File: config.mk
export PLATFORM = sky130hd
export DESIGN_NAME = multdiv
export DESIGN_NICKNAME = d
export VERILOG_FILES = /design/src/rtl/multdiv_pkg.sv /design/src/rtl/multdiv_ctrl.sv /design/src/rtl/multdiv.sv
export SDC_FILE = /design/constraint.sdc
export NUM_CORES = 1
export LEC_CHECK = 0
export ABC_CLOCK_PERIOD_IN_PS = 6800
export CELL_PAD_IN_SITES_DETAIL_PLACEMENT = 0
export CELL_PAD_IN_SITES_GLOBAL_PLACEMENT = 1
export CORE_MARGIN = 4
export CORE_UTILIZATION = 47
export DETAILED_ROUTE_END_ITERATION = 8
export GPL_TIMING_DRIVEN = 0
export HOLD_SLACK_MARGIN = 0.1
export PLACE_DENSITY_LB_ADDON = 0.05
export SYNTH_ARGS = -nofsm -noshare
export SYNTH_HDL_FRONTEND = slang
export SYNTH_SLANG_ARGS = --single-unit
File: constraint.sdc
create_clock -name clk -period 6.8 [get_ports clk]
set_input_delay 0.68 -clock clk [delete_from_list [all_inputs] [get_ports clk]]
set_output_delay 0.68 -clock clk [all_outputs]
set_load 0.03 [all_outputs]
File: src/rtl/multdiv_pkg.sv
// Shared types and constants for the iterative multiply/divide unit.
package multdiv_pkg;

    localparam int MD_WIDTH = 32;
    localparam int ITER_W   = $clog2(MD_WIDTH) + 1;
    localparam logic [MD_WIDTH-1:0] MIN_INT = MD_WIDTH'(1) << (MD_WIDTH - 1);

    typedef enum logic [1:0] {
        IDLE = 2'd0,
        MUL  = 2'd1,
        DIV  = 2'd2,
        DONE = 2'd3
    } state_t;

endpackage

File: src/rtl/multdiv_ctrl.sv
// Sequencer for multdiv: operation state and iteration counter.
module multdiv_ctrl
    import multdiv_pkg::*;
#(
    parameter int WIDTH = MD_WIDTH
) (
    input  logic clk,
    input  logic reset,
    input  logic start_mul,
    input  logic start_div,
    output logic busy,
    output logic is_mul,
    output logic is_div,
    output logic last_iter,
    output logic done
);

    state_t            state, state_next;
    logic [ITER_W-1:0] counter;

    assign is_mul    = (state == MUL);
    assign is_div    = (state == DIV);
    assign busy      = is_mul | is_div;
    assign done      = (state == DONE);
    assign last_iter = busy && (counter == ITER_W'(WIDTH - 1));

    always_ff @(posedge clk) begin
        if (!reset) begin
            state   <= IDLE;
            counter <= '0;
        end else begin
            state <= state_next;
            if (start_mul || start_div) begin
                counter <= '0;
            end else if (busy) begin
                counter <= counter + ITER_W'(1);
            end
        end
    end

    // A start pulse overrides whatever is in flight, including DONE.
    always_comb begin
        state_next = state;
        case (state)
            IDLE:    state_next = IDLE;
            MUL:     if (last_iter) state_next = DONE;
            DIV:     if (last_iter) state_next = DONE;
            DONE:    state_next = IDLE;
            default: state_next = IDLE;
        endcase
        if (start_mul) begin
            state_next = MUL;
        end else if (start_div) begin
            state_next = DIV;
        end
    end

endmodule

File: src/rtl/multdiv.sv
// Radix-2 signed multiply (Booth) / divide (non-restoring) unit, one bit per cycle.
module multdiv
    import multdiv_pkg::*;
#(
    parameter int WIDTH = MD_WIDTH
) (
    input  logic                    clk,
    input  logic                    reset,
    input  logic signed [WIDTH-1:0] data_operandA,
    input  logic signed [WIDTH-1:0] data_operandB,
    input  logic                    ctrl_MULT,
    input  logic                    ctrl_DIV,
    output logic        [WIDTH-1:0] data_result,
    output logic                    data_exception,
    output logic                    data_resultRDY
);

    logic start_mul, start_div, start_any;
    logic busy, is_mul, is_div, last_iter, done;

    assign start_mul = ctrl_MULT;
    assign start_div = ctrl_DIV & ~ctrl_MULT;
    assign start_any = ctrl_MULT | ctrl_DIV;

    multdiv_ctrl #(.WIDTH(WIDTH)) u_ctrl (
        .clk       (clk),
        .reset     (reset),
        .start_mul (start_mul),
        .start_div (start_div),
        .busy      (busy),
        .is_mul    (is_mul),
        .is_div    (is_div),
        .last_iter (last_iter),
        .done      (done)
    );

    function automatic logic [WIDTH-1:0] magnitude(input logic [WIDTH-1:0] v);
        return v[WIDTH-1] ? (WIDTH'(0) - v) : v;
    endfunction

    function automatic logic [WIDTH-1:0] fix_sign(input logic [WIDTH-1:0] mag, input logic neg);
        return neg ? (WIDTH'(0) - mag) : mag;
    endfunction

    function automatic logic mul_overflow(input logic [2*WIDTH-1:0] p);
        return p[2*WIDTH-1:WIDTH] != {WIDTH{p[WIDTH-1]}};
    endfunction

    // Operand / iteration registers (data only, no reset)
    logic signed [2*WIDTH:0]   prod_p;
    logic signed [WIDTH-1:0]   mcand_p;
    logic signed [WIDTH+1:0]   rem_p;
    logic        [WIDTH-1:0]   quo_p;
    logic        [WIDTH-1:0]   dvsr_p;
    logic                      neg_p, dzero_p, dovf_p;

    logic signed [WIDTH:0]     acc, mcand_ext, booth_sum;
    logic signed [2*WIDTH:0]   prod_next;
    logic signed [WIDTH+1:0]   rem_sh, dvsr_ext, rem_next;
    logic        [WIDTH-1:0]   quo_next;
    logic        [WIDTH-1:0]   mul_res, div_res;
    logic                      mul_exc, div_exc;

    // Booth step: the accumulator is one bit wider so a -MIN_INT partial sum keeps its sign.
    always_comb begin
        acc       = {prod_p[2*WIDTH], prod_p[2*WIDTH:WIDTH+1]};
        mcand_ext = {mcand_p[WIDTH-1], mcand_p};
        case (prod_p[1:0])
            2'b01:   booth_sum = acc + mcand_ext;
            2'b10:   booth_sum = acc - mcand_ext;
            default: booth_sum = acc;
        endcase
        prod_next = {booth_sum, prod_p[WIDTH:1]};
        mul_res   = prod_next[WIDTH:1];
        mul_exc   = mul_overflow(prod_next[2*WIDTH:1]);
    end

    // Non-restoring step on magnitudes; quotient bit is set when the new remainder is non-negative.
    always_comb begin
        rem_sh   = {rem_p[WIDTH:0], quo_p[WIDTH-1]};
        dvsr_ext = {2'b00, dvsr_p};
        rem_next = rem_p[WIDTH+1] ? (rem_sh + dvsr_ext) : (rem_sh - dvsr_ext);
        quo_next = {quo_p[WIDTH-2:0], ~rem_next[WIDTH+1]};
        div_res  = dzero_p ? '0 : fix_sign(quo_next, neg_p);
        div_exc  = dzero_p | dovf_p;
    end

    always_ff @(posedge clk) begin
        if (start_mul) begin
            prod_p  <= {{WIDTH{1'b0}}, data_operandB, 1'b0};
            mcand_p <= data_operandA;
        end else if (start_div) begin
            rem_p   <= '0;
            quo_p   <= magnitude(data_operandA);
            dvsr_p  <= magnitude(data_operandB);
            neg_p   <= data_operandA[WIDTH-1] ^ data_operandB[WIDTH-1];
            dzero_p <= (data_operandB == '0);
            dovf_p  <= (data_operandA == WIDTH'(MIN_INT)) && (data_operandB == '1);
        end else if (busy && is_mul) begin
            prod_p <= prod_next;
        end else if (busy && is_div) begin
            rem_p <= rem_next;
            quo_p <= quo_next;
        end
    end

    // Result capture on entry to DONE; a restart in the final iteration leaves the old result.
    always_ff @(posedge clk) begin
        if (!reset) begin
            data_result    <= '0;
            data_exception <= 1'b0;
        end else if (last_iter && !start_any) begin
            if (is_mul) begin
                data_result    <= mul_res;
                data_exception <= mul_exc;
            end else if (is_div) begin
                data_result    <= div_res;
                data_exception <= div_exc;
            end
        end
    end

    assign data_resultRDY = done;

endmodule

==> results.json <==
{
  "period_needed_ns": 6.316,
  "die-height_um": 194.7,
  "synth.area.top_cells": "edfxtp_1 (30%), dfxtp_1 (9.0%), ha_1 (5.8%)",
  "nNetsFinal": 2129,
  "drive_above_1_share": 0.05087,
  "period_share": 0.9288,
  "ys.flop_type": "edfxtp_1",
  "regArea_um2": 6436,
  "ys_warn_count": 0,
  "relSlewSlack": 0.2071,
  "die_w_um": 194.7,
  "clock_skew_ns": 0.03655,
  "yosys-top-cells-count": "nand2_1 (213), nor2_1 (179), edfxtp_1 (165)",
  "cts_buffer_depth": 3,
  "ys_async_sr_fraction": 0,
  "preCtsSetupSlack_ns": 0.1224,
  "yosysMostFrequentCell": "nand2_1",
  "routed_wl_mm": 52.75,
  "vdd_drop_max_mv": 0.2529,
  "critPathMaxFanout": 8,
  "worstMarginPinSlew_ns": 1.180,
  "grt.total_usage": 0.2677,
  "setup_viol": 0,
  "fin_tns_setup_ns": 0,
  "p_per_area_nw_per_um2": 264.9,
  "cts_tree": "yes",
  "wire_per_inst_um": 21.44,
  "status": "complete, no violations",
  "synth_area_um2": 16390,
  "synth_top_cell_area_share": 0.3023,
  "initial_utilization": 0.4756,
  "first_pass_iters": 6,
  "grt_start_max_net_pins": 38,
  "rows": 68,
  "wl_met1_mm": 24.72,
  "core-area_um2": 34460,
  "place_congestion": 0.9073,
  "endpoint_kind": "flip-flop",
  "clk-insertion-delay-late_ns": 0.57,
  "syn_inst": 1852,
  "hold_path_class": "flip-flop to flip-flop",
  "portBuffers": 99,
  "dr.max_layer_used": "met4",
  "grt_pass1_wl_mm": 80.53,
  "via_per_inst": 5.982,
  "die_area_um2": 37920,
  "leakage_nw": 6.689,
  "clk_pin_slew_worst_paths_ns": 0.06,
  "pin_count": 102,
  "via_count": 14720,
  "h-tree-depth": 1,
  "post-route-drc-count": 0,
  "wl_met3_mm": 3.031,
  "utilization": 0.5494,
  "ys_seq_elements": 239,
  "wl_met2_mm": 23.38,
  "synth_edf_count": 165,
  "rsz0062_at_grt": "false",
  "area_growth_syn_to_layout_pct": 15.51,
  "max_cap_viol_count": 0,
  "hold_viol": 0,
  "root_buffer": "clkbuf_16",
  "dp_hpwl_mm": 40.79,
  "worstPathArrival_ns": 6.75,
  "holdWs_ns": 0.4634,
  "fmax_mhz": 158.3,
  "synth_largest_area_cell": "edfxtp_1",
  "cts_sinks": 239,
  "fillers": 3228,
  "drtIter0Drc": 1265,
  "antennaDiodeCount": 0,
  "cp-start-kind": "flip-flop",
  "antenna_found_initial": 0,
  "numCtsBuffers": 28,
  "synth.net_count": 1998,
  "power_mw": 5.016,
  "ys_seq_area_frac": 0.3927,
  "synth.avg_cell_area_um2": 8.850,
  "ant_nets": 0,
  "overflow": 0,
  "worst-setup-path-type": "flip-flop to flip-flop",
  "fin_ws_ns": 0.4844,
  "yosysUniqueCellTypes": 85,
  "hold_buffers": 0,
  "drv_slew": 0,
  "multi_input_area_um2": 9465,
  "grt_pass1_vias": 13790,
  "cp.required_ns": 7.23
}
[repair_timing]
item / CTS / global route
gates resized for setup: 0 / 6
endpoints found under the setup margin: 0 / 3
buffers inserted: 0 / 0
[flip-flops by register name, summed over array words and instances, names as in the netlist]
signal	cells
data_result	32
prod_p	65
u_ctrl.counter	6
quo_p	32
data_exception	1
mcand_p	32
dzero_p	1
dovf_p	1
neg_p	1
rem_p	34
u_ctrl.state	2
dvsr_p	32
[where the power goes]
part	switching, mW	leakage, nW	internal [mW]
registers	0.0950	2.19	1.73
clock network	0.657	0.413	0.820
logic	1.04	4.08	0.668
[per-layer routing]
layer,up-vias,GRT usage
li1,7064,-
met4,0,0.07008
met3,93,0.03380
met5,-,0
met1,7068,0.3957
met2,490,0.4176
[cells by family after synthesis]
group,count (synthesis),synth area share
xor gates and xnor gates,190,0.1020
adders and majority gates,78,0.06046
AOI/OAI and AO/OA,496,0.1909
muxes,32,0.02023
DFF,239,0.3927
buffers and inverters,138,0.03214
and+or+nand+nor,679,0.2016
[worst paths after layout]
check	slack (ns)	end	start	depth (start not counted)
min	0.46	prod_p[0]	prod_p[0]	2
max	0.48	data_result[24]	dvsr_p[9]	26
min reg2reg	0.46	prod_p[0]	prod_p[0]	2
max reg2reg	0.48	data_result[24]	dvsr_p[9]	26
[cells in the final DEF (no fill, tap or decap), types with 11 or more instances in the layout]
cell type | synthesis | routed
nand2_1 | 213 | 213
ha_1 | 76 | 76
nor3_1 | 58 | 57
or3_1 | 29 | 29
nor4_1 | 21 | 21
a31oi_1 | 12 | 12
o21ai_0 | 147 | 147
or2_2 | 11 | 11
or4_1 | 12 | 12
nor2_1 | 179 | 176
o21a_1 | 11 | 11
nand4_1 | 23 | 23
a21oi_1 | 132 | 132
nand3_1 | 33 | 33
a311oi_1 | 12 | 12
clkdlybuf4s50_1 | 0 | 98
dfxtp_1 | 74 | 74
nand2b_1 | 30 | 29
and2_1 | 12 | 12
mux2i_1 | 23 | 23
a21o_1 | 22 | 22
o31ai_1 | 33 | 33
clkbuf_16 | 0 | 29
inv_1 | 44 | 44
clkbuf_1 | 85 | 86
xnor2_1 | 108 | 107
a211oi_1 | 31 | 31
edfxtp_1 | 165 | 165
xor2_1 | 81 | 81
a221oi_1 | 18 | 17
o211ai_1 | 11 | 11
[worst max-delay path, stage by stage (launching register included)]
cell	delay, ns
edfxtp_1	0.41
or4_1	0.57
nor3_2	0.16
nand2_1	0.15
nor2_4	0.18
nand2_1	0.07
nor2_1	0.19
a21oi_1	0.11
xor2_1	0.24
ha_1	0.37
a21o_1	0.21
a21o_1	0.17
a21oi_1	0.16
o31ai_1	0.09
a21oi_1	0.24
xnor2_2	0.25
inv_1	0.20
ha_1	0.18
nand2b_1	0.07
or2_2	0.32
nand2b_1	0.28
nand2b_1	0.23
or4b_1	0.55
o31ai_1	0.28
xnor2_1	0.12
a221oi_2	0.31
nor3_1	0.08
[stage by stage]
stage	cells	area (µm²)
after floorplan	1852	16390
after global placement	2406	17950
after detailed placement	2409	18020
after CTS	2461	18910
after global routing	2460	18930
final	2460	18930
[final cells by class]
cell class	count	share of cell area
tap	455	0.03007
multi-input combinational	1475	0.5000
timing repair buffer	102	0.05525
buffer	91	0.01857
inverter	46	0.009120
clock inverter	20	0.008129
sequential	239	0.3400
clock buffer	32	0.03893
No activity file was read; power rests on OpenSTA's default activity.
